==> src/rtl/lcd_text_driver.sv <==
// HD44780-style character LCD driver: a ROWS x COLS text buffer refreshed continuously to the panel.
// Define LCD_4BIT_EN to select the 4-bit bus (nibble) interface instead of the default 8-bit bus.
`timescale 1ns/1ps

module lcd_text_driver #(
    parameter int COLS     = 16,
    parameter int ROWS     = 2,
    parameter int PWR_WAIT = 15000,
    parameter int E_PULSE  = 1,
    parameter int CMD_WAIT = 40,
    parameter int CLR_WAIT = 1640
) (
    input  logic       clk_1Mhz,
    input  logic       rst,
    input  logic       wr_en,
    input  logic [1:0] wr_row,
    input  logic [4:0] wr_col,
    input  logic [7:0] wr_char,
    output logic       wr_err,
    output logic       init_done,
    output logic       frame_done,
    output logic       lcd_e,
    output logic       lcd_rs,
    output logic       lcd_rw,
    output logic [7:0] lcd_data
);

    localparam int CELLS = ROWS * COLS;
    localparam int AW    = $clog2(CELLS);
    localparam int DEPTH = 1 << AW;

    localparam logic [15:0] E_W      = 16'(E_PULSE);
    localparam logic [15:0] CMD_W    = 16'(CMD_WAIT);
    localparam logic [15:0] CLR_W    = 16'(CLR_WAIT);
    localparam logic [15:0] PWR_LAST = 16'(PWR_WAIT - 1);
    localparam logic [2:0]  ROWS_L   = 3'(ROWS);
    localparam logic [5:0]  COLS_L   = 6'(COLS);
    localparam logic [1:0]  ROW_LAST = 2'(ROWS - 1);
    localparam logic [4:0]  COL_LAST = 5'(COLS - 1);

`ifdef LCD_4BIT_EN
    localparam logic [2:0] INIT_LAST = 3'd4;
`else
    localparam logic [2:0] INIT_LAST = 3'd3;
`endif

    typedef enum logic [2:0] {PWR, INIT, ROWADDR, CHAR, NEXT} state_t;

    state_t      state, state_n;
    logic [15:0] tcnt, tcnt_n;
    logic [2:0]  init_idx, idx_n;
    logic [1:0]  row, row_n;
    logic [4:0]  col, col_n;
    logic [7:0]  xfer_byte, byte_c;
    logic [7:0]  src_c, rd_byte, data_c;
    logic [15:0] wait_c, last_c;
    logic        src_rs, done_c, e_c, rs_c, frame_c, init_c, wr_ok;
`ifdef LCD_4BIT_EN
    logic        single_c;
`endif

    logic [7:0]  mem [DEPTH];

    function automatic logic [AW-1:0] cell_idx(input logic [1:0] r, input logic [4:0] c);
        return AW'(int'(r) * COLS + int'(c));
    endfunction

    function automatic logic [7:0] init_rom(input logic [2:0] idx);
`ifdef LCD_4BIT_EN
        // Entry 0 is the lone 0x2 nibble that switches the panel into 4-bit mode.
        case (idx)
            3'd0:    return 8'h20;
            3'd1:    return 8'h28;
            3'd2:    return 8'h0C;
            3'd3:    return 8'h06;
            default: return 8'h01;
        endcase
`else
        case (idx)
            3'd0:    return 8'h38;
            3'd1:    return 8'h0C;
            3'd2:    return 8'h06;
            default: return 8'h01;
        endcase
`endif
    endfunction

    function automatic logic [7:0] row_base(input logic [1:0] r);
        case (r)
            2'd0:    return 8'h00;
            2'd1:    return 8'h40;
            2'd2:    return 8'h14;
            default: return 8'h54;
        endcase
    endfunction

    assign lcd_rw  = 1'b0;
    assign wr_ok   = wr_en && ({1'b0, wr_row} < ROWS_L) && ({1'b0, wr_col} < COLS_L);
    assign rd_byte = mem[cell_idx(row, col)];

    // NOTE: the buffer is a register file, not a RAM macro, because reset must refill every cell with a space.
    always_ff @(posedge clk_1Mhz or posedge rst) begin
        if (rst) begin
            for (int i = 0; i < DEPTH; i++) mem[i] <= 8'h20;
        end else if (wr_ok) begin
            mem[cell_idx(wr_row, wr_col)] <= wr_char;
        end
    end

    // NOTE: every signal gets a default first so no path through the case leaves one unassigned (no latches).
    always_comb begin
        state_n = state;
        tcnt_n  = tcnt + 16'd1;
        idx_n   = init_idx;
        row_n   = row;
        col_n   = col;
        src_c   = 8'h00;
        src_rs  = 1'b0;
        frame_c = 1'b0;
        e_c     = 1'b0;
        rs_c    = lcd_rs;
        data_c  = lcd_data;

        case (state)
            INIT:    src_c = init_rom(init_idx);
            ROWADDR: src_c = 8'h80 | row_base(row);
            CHAR: begin
                src_c  = rd_byte;
                src_rs = 1'b1;
            end
            default: ;
        endcase

        // The byte is captured on transfer cycle 0, so later buffer writes cannot disturb the bus.
        byte_c = (tcnt == 16'd0) ? src_c : xfer_byte;
        wait_c = (!src_rs && byte_c == 8'h01) ? CLR_W : CMD_W;
`ifdef LCD_4BIT_EN
        single_c = (state == INIT) && (init_idx == 3'd0);
        last_c   = single_c ? (E_W + wait_c) : (E_W + E_W + 16'd1 + wait_c);
`else
        last_c   = E_W + wait_c;
`endif
        done_c = (tcnt == last_c);

        case (state)
            PWR: begin
                rs_c   = 1'b0;
                data_c = 8'h00;
                if (tcnt == PWR_LAST) begin
                    state_n = INIT;
                    tcnt_n  = 16'd0;
                end
            end
            INIT, ROWADDR, CHAR: begin
                rs_c = src_rs;
`ifdef LCD_4BIT_EN
                data_c = (single_c || tcnt <= E_W) ? {byte_c[7:4], 4'h0} : {byte_c[3:0], 4'h0};
                e_c    = (tcnt >= 16'd1 && tcnt <= E_W) ||
                         (!single_c && tcnt >= E_W + 16'd2 && tcnt <= E_W + E_W + 16'd1);
`else
                data_c = byte_c;
                e_c    = (tcnt != 16'd0) && (tcnt <= E_W);
`endif
                if (done_c) begin
                    tcnt_n = 16'd0;
                    case (state)
                        INIT: begin
                            if (init_idx == INIT_LAST) begin
                                state_n = ROWADDR;
                                row_n   = 2'd0;
                            end else begin
                                idx_n = init_idx + 3'd1;
                            end
                        end
                        ROWADDR: begin
                            state_n = CHAR;
                            col_n   = 5'd0;
                        end
                        default: begin
                            if (col == COL_LAST) state_n = NEXT;
                            else                 col_n   = col + 5'd1;
                        end
                    endcase
                end
            end
            NEXT: begin
                tcnt_n  = 16'd0;
                state_n = ROWADDR;
                if (row == ROW_LAST) begin
                    frame_c = 1'b1;
                    row_n   = 2'd0;
                end else begin
                    row_n = row + 2'd1;
                end
            end
            default: begin
                state_n = PWR;
                tcnt_n  = 16'd0;
            end
        endcase

        init_c = (state == ROWADDR) || (state == CHAR) || (state == NEXT);
    end

    always_ff @(posedge clk_1Mhz or posedge rst) begin
        if (rst) begin
            state     <= PWR;
            tcnt      <= 16'd0;
            init_idx  <= 3'd0;
            row       <= 2'd0;
            col       <= 5'd0;
            xfer_byte <= 8'h00;
        end else begin
            state     <= state_n;
            tcnt      <= tcnt_n;
            init_idx  <= idx_n;
            row       <= row_n;
            col       <= col_n;
            xfer_byte <= byte_c;
        end
    end

    // Pins are registered so the panel sees glitch-free strobes; reset clears them immediately.
    always_ff @(posedge clk_1Mhz or posedge rst) begin
        if (rst) begin
            lcd_e      <= 1'b0;
            lcd_rs     <= 1'b0;
            lcd_data   <= 8'h00;
            init_done  <= 1'b0;
            frame_done <= 1'b0;
            wr_err     <= 1'b0;
        end else begin
            lcd_e      <= e_c;
            lcd_rs     <= rs_c;
            lcd_data   <= data_c;
            init_done  <= init_c;
            frame_done <= frame_c;
            wr_err     <= wr_en && !wr_ok;
        end
    end

endmodule
==> config.mk <==
export PLATFORM = sky130hd
export DESIGN_NAME = lcd_text_driver
export DESIGN_NICKNAME = d
export VERILOG_FILES = /design/src/rtl/lcd_text_driver.sv
export SDC_FILE = /design/constraint.sdc
export NUM_CORES = 1
export LEC_CHECK = 0
export BUFFER_PORTS_ARGS = -buffer_cell sky130_fd_sc_hd__clkbuf_2
export CAP_MARGIN = 5
export CELL_PAD_IN_SITES_DETAIL_PLACEMENT = 1
export CELL_PAD_IN_SITES_GLOBAL_PLACEMENT = 2
export CORE_MARGIN = 2
export CORE_UTILIZATION = 25
export CTS_BUF_LIST = sky130_fd_sc_hd__clkbuf_8
export DETAILED_ROUTE_END_ITERATION = 6
export GPL_ROUTABILITY_DRIVEN = 0
export PLACE_DENSITY_LB_ADDON = 0.1
export SKIP_CTS_REPAIR_TIMING = 1
export SYNTH_ARGS = -nofsm -noshare
export SYNTH_HDL_FRONTEND = slang
export SYNTH_SLANG_ARGS = --single-unit
==> constraint.sdc <==
create_clock -name clk_1Mhz -period 16.29 [get_ports clk_1Mhz]
set_clock_uncertainty 0.1 [all_clocks]
set_input_delay 1.629 -clock clk_1Mhz [delete_from_list [all_inputs] [get_ports clk_1Mhz]]
set_output_delay 1.629 -clock clk_1Mhz [all_outputs]
set_load 0.1 [all_outputs]
### Yosys cells after proc, flatten, opt, wreduce, memory -nomap -nowiden

Index checks and enable logic that the tools add are counted.

* word-level logic and storage cells: 136
* output and inout port bits: 14
* flip-flop bits (word level): 306
* input port bits: 18

* eq/ne operators: 20
* bitwise logic cells: 4
* $add $sub $neg: 7
* mux-type cells: 33
* $lt $le $gt $ge: 6
* reduce and logical (&&, ||, !) cells: 22

Operators with widths (number)
* $bwmux W256: 1
* $bmux W8 S5: 1
* $demux W8 S5: 1
* $mux W16: 2
* $mux W8: 4
* $pmux W16 S2: 1
* $pmux W8 S3: 1
* $pmux W7 S3: 1
* $pmux W6 S3: 1
* $add A16 B1 Y16 const B: 1
* $eq A16 B12 Y1: 1
* $eq A16 B14 Y1 const B: 1
* $le A16 B1 Y1 const B: 1
* $logic_not A16 Y1: 1
* $pmux W8 S2: 1
* $reduce_and A4 Y1: 4
* $reduce_bool A16 Y1: 1
* $add A1 B11 Y12 const A: 1
* $eq A3 B2 Y1 const B: 4
* $ge A6 B6 Y1 const B: 2
* $mux W3: 4
* $not A5 Y6: 2
* $mux W11: 1
* $add A5 B5 Y5: 2
* other kinds (32): 52

### Depth between registers and ports, before layout

* word-level depth: 14
* gate-level depth with buffers: 13
* mapped depth without buffers: 11

### Worst setup path before layout

OpenSTA, ideal clock, no wires.

* kind: register to register
* from: register tcnt[2]
* to: register init_idx[1]
* clock period less this slack: 3.409 ns
* slack: 12.881 ns
* buffers on the path: 0
* arrival: 3.181 ns
* library setup time: 0.127 ns
* stages on the path, launching flop included: 10
* data required time: 16.063 ns
* path through: dfrtp_1 -> or4_4 -> nor4_4 -> nand2_2 -> or4_1 -> o21ai_2 -> nand4_2 -> mux2i_4 -> or4_4 -> mux2_1

* cells in the longest elaborated chain, start to end: 8

Ends and longest elaborated chain
* from (decl): RTL line 50 `logic [15:0] tcnt, tcnt_n;`
* from (signal assigned): RTL line 215 `tcnt <= tcnt_n;`
* $logic_not A16 Y1: RTL line 135 `byte_c = (tcnt == 16'd0) ? src_c : xfer_byte;`
* $mux W8: RTL line 135
* via byte_c[0]: RTL line 54 `logic [7:0] xfer_byte, byte_c;`
* $eq A8 B1 Y1: RTL line 136 `wait_c = (!src_rs && byte_c == 8'h01) ? CLR_W : CMD_W;`
* $logic_and A1 B1 Y1: RTL line 136
* $mux W11: RTL line 136
* $add A1 B11 Y12: RTL line 141 `last_c = E_W + wait_c;`
* $eq A16 B12 Y1: RTL line 143 `done_c = (tcnt == last_c);`
* $reduce_and A4 Y1 (no line)
* to (signal assigned): RTL line 216 `init_idx <= idx_n;`
* to (decl): RTL line 51 `logic [2:0] init_idx, idx_n;`

The timed path passes the listed nets, and every way through them passes these cells.
A chain may end at the register's enable or synchronous reset.

### Final worst setup path

* from: register col[1]
* to: register state[2]

* cells in the longest elaborated chain, start to end: 14
* elaborated cells between the ends (all ways): 16
* classes of those cells: add/sub (2); eq/ne (5); mux (6); bitwise (1); reduce/logical (2)

Ends and longest elaborated chain
* from (decl): RTL line 53 `logic [4:0] col, col_n;`
* from (signal assigned): RTL line 218 `col <= col_n;`
* $add A5 B5 Y5: RTL line 65 `return AW'(int'(r) * COLS + int'(c));`
* $not A5 Y6 (not written as such): RTL line 99 `assign rd_byte = mem[cell_idx(row, col)];`
* $bmux W8 S5: RTL line 99
* $mux W8 (not written as such) (2 in a row): RTL line 99
* $pmux W8 S3: RTL line 124 `case (state)`
* $mux W8: RTL line 135
* via byte_c[0]: RTL line 54
* $eq A8 B1 Y1: RTL line 136
* $logic_and A1 B1 Y1: RTL line 136
* $mux W11: RTL line 136
* $add A1 B11 Y12: RTL line 141
* $eq A16 B12 Y1: RTL line 143
* $ne A2 B2 Y1 (no line)
* $reduce_and A4 Y1 (no line)
* to (signal assigned): RTL line 214 `state <= state_n;`
* to (decl): RTL line 49 `state_t state, state_n;`

The timed path passes the listed nets, and every way through them passes these cells. The select of a mux whose other input is x is not followed.

==> flow_metrics.py <==
metrics = {
    "critical_path": {
        "worst-r2r-setup-slack_ns": 11.96,
        "setup.worst_path.start_class": "flop",
        "end_kind": "flop",
        "crit_type": "reg -> reg",
        "rr_startpoint": "col[1]",
        "crit_fanout": 28,
        "rr_worst_depth": 10,
        "r2r-end": "state[2]",
        "cp.arrival_ns": 4.80,
        "critPathRequiredTime_ns": 16.76,
    },
    "global_routing": {
        "grt.overflow.total": 0,
        "antenna_found_initial": 2,
        "grt_max_degree": 112,
        "track_usage_pct": 15.1,
        "grt_pass1_wl_microns": 67000,
        "grt_pass1_vias": 9752,
    },
    "finish": {
        "final_cell_mix": "dfrtp_1, mux2_2, clkbuf_8",
        "drive_above_1_share_pct": 43.0,
        "num-nets-final": 1110,
        "area_growth_pct": 15.4,
        "final_cell_area_sq_um": 16600,
        "mostFrequentLayoutCell": "dfrtp_1",
    },
    "synthesis": {
        "synth-edff-count": 0,
        "synthTopCellsByArea": "dfrtp_1, mux2_2, mux4_2, dfstp_2, mux2i_1",
        "synthDistinctLibCells": 55,
        "yosys_most_used_dff": "dfrtp_1",
        "async_reset_ff_share_pct": 100,
        "yosys_warnings": 0,
        "synth_area_sq_um": 14400,
        "seq_area_frac_synth_pct": 53.5,
        "avgSynthCellArea_sq_um": 13.8,
        "syn_nets": 1068,
        "synth_top_area_share_pct": 47.6,
        "synth_cells": 1040,
        "ys_ff_latch": 306,
        "yosysTopAreaCell": "dfrtp_1",
    },
    "sta": {
        "fin_crit_sh_pct": 26.6,
        "slew_headroom_pct": 21.3,
        "finalMaxSlewViolations": 0,
        "hold_viol": 0,
        "fin_crit_ns": 4.33,
        "worst_pin_slew_ns": 1.18,
        "fin_ws_ns": 11.96,
        "holdWs_ns": 0.378,
        "totalNegativeSetupSlack_ns": 0,
        "rsz0062_at_grt": "no",
        "timing.fmax_mhz": 231,
        "setup_viol": 0,
    },
    "placed_design": {
        "pre_cts_slack_ns": 11.82,
        "place_area_sq_um": 15300,
        "hpwl_microns": 27600,
        "numPortBuffers": 30,
    },
    "floorplan": {
        "rows": 87,
        "io_pins": 32,
        "start_util_pct": 25.4,
        "coreArea_sq_um": 56700,
        "die_h_microns": 244,
        "die-area_sq_um": 59500,
        "die_w_microns": 244,
    },
    "clocking": {
        "h-tree-depth": 2,
        "cts-root-buf": "clkbuf_8",
        "clock_path_buffers": 3,
        "clock_sinks": 306,
        "cts_tree": "done",
        "cts_inserted_buffers": 58,
        "clkTransAtPathRegs_ns": 0.06,
        "clk_latency_ns": 0.66,
    },
    "job": {
        "cap_violations": 0,
    },
    "detailed_routing": {
        "remaining_drc_errors": 0,
        "wire_per_inst_microns": 23.1,
        "via_per_inst": 4.67,
        "wl_microns": 43700,
        "vias": 8821,
        "ant_nets": 0,
        "drt_iter0_markers": 339,
        "drt_pass1_iterations": 4,
    },
    "worst_hold_path": {
        "hp-start": "row[1]",
        "hold-path-cell-count": 1,
        "holdPathEnd": "frame_done",
        "hp-class": "reg -> reg",
    },
    "run_status": {
        "status": "finished clean",
    },
    "pwr": {
        "ir_worst_vdd_mv": 0.0574,
        "p_per_area_nw_per_um2": 109,
        "power.leakage_nw": 7.45,
        "p_total_mw": 1.81,
    },
}
-- cells in the mapped netlist, types with 7 or more instances --
cell	n
nand2_1	50
ha_1	10
dfstp_2	32
nor2_1	66
xnor2_1	8
buf_2	9
a21oi_1	15
o21ai_1	8
clkbuf_1	44
xor2_1	11
mux2_2	260
o21ai_0	7
nand3_1	16
mux2i_1	46
a22oi_1	19
nor2b_1	8
dfrtp_1	274
nor3_1	7
and3_1	8
inv_1	16
a22o_1	9
mux4_2	54
-- how the worst max path moves through the flow --
stage,from,to,slack (ns)
after global routing,col[1],state[2],11.55
after floorplan,rst,col[0],6.15
after detailed placement,col[1],state[2],11.82
final,col[1],state[2],11.96
after global placement,col[1],state[2],11.83
after CTS,col[1],state[2],11.79
-- per-stage QoR --
stage          utilization, %  instances
2_1_floorplan               -       1040
3_3_place_gp             27.0       1778
3_5_place_dp             27.0       1778
4_1_cts                  29.3       1887
5_1_grt                  29.3       1888
6_report                 29.3       1888
-- metal layers --
metal / track usage, % / part of all wire (%)
met1: 21.8 / 49
met5: 0 / 0
met3: 2.43 / 3.3
met4: 4.50 / 2.1
met2: 23.3 / 45
-- state kept, by name (all words and copies together), names as in the netlist --
name        count
init_done       1
frame_done      1
wr_err          1
init_idx        3
lcd_rs          1
row             2
xfer_byte       8
col             5
mem           256
state           3
tcnt           16
lcd_e           1
lcd_data        8
-- kinds of logic after synthesis --
family	count (synthesis)	synth area share, %
flip-flops	306	53.5
multiplexers	362	32.2
buffers and inverters	77	2.24
AO/OA/AOI/OAI	82	3.94
XOR/XNOR	19	1.16
adder cells (fa/ha/maj)	10	0.869
other	1	0.0261
AND/OR/NAND/NOR	183	6.08
-- worst max-delay path: stages, from the launching register on --
cell and delay, ns:
dfrtp_2 0.92, buf_4 0.53, nor2b_1 0.21, a22oi_1 0.23, a21oi_1 0.11, or4_1 0.54
o21ai_2 0.18, nand4_2 0.14, mux2i_4 0.32, o21ai_2 0.69, and3_1 0.25
-- where the power goes --
part           switching (mW)  internal [mW]
logic                  0.0652         0.0665
registers              0.0279          0.824
clock network           0.356          0.469
total                   0.449           1.36
-- cell type report --
| cell class | instances | area [sq um] |
|---|---|---|
| flip-flops and latches | 306 | 7700 |
| well taps | 756 | 946 |
| diodes | 1 | 2.50 |
| clock inverters | 32 | 220 |
| inverters | 17 | 71.3 |
| multi-input cells | 657 | 6370 |
| clock buffers | 77 | 1060 |
| fillers | 6048 | 40100 |
| repair buffers | 42 | 240 |
No activity file was read; power rests on OpenSTA's default activity.
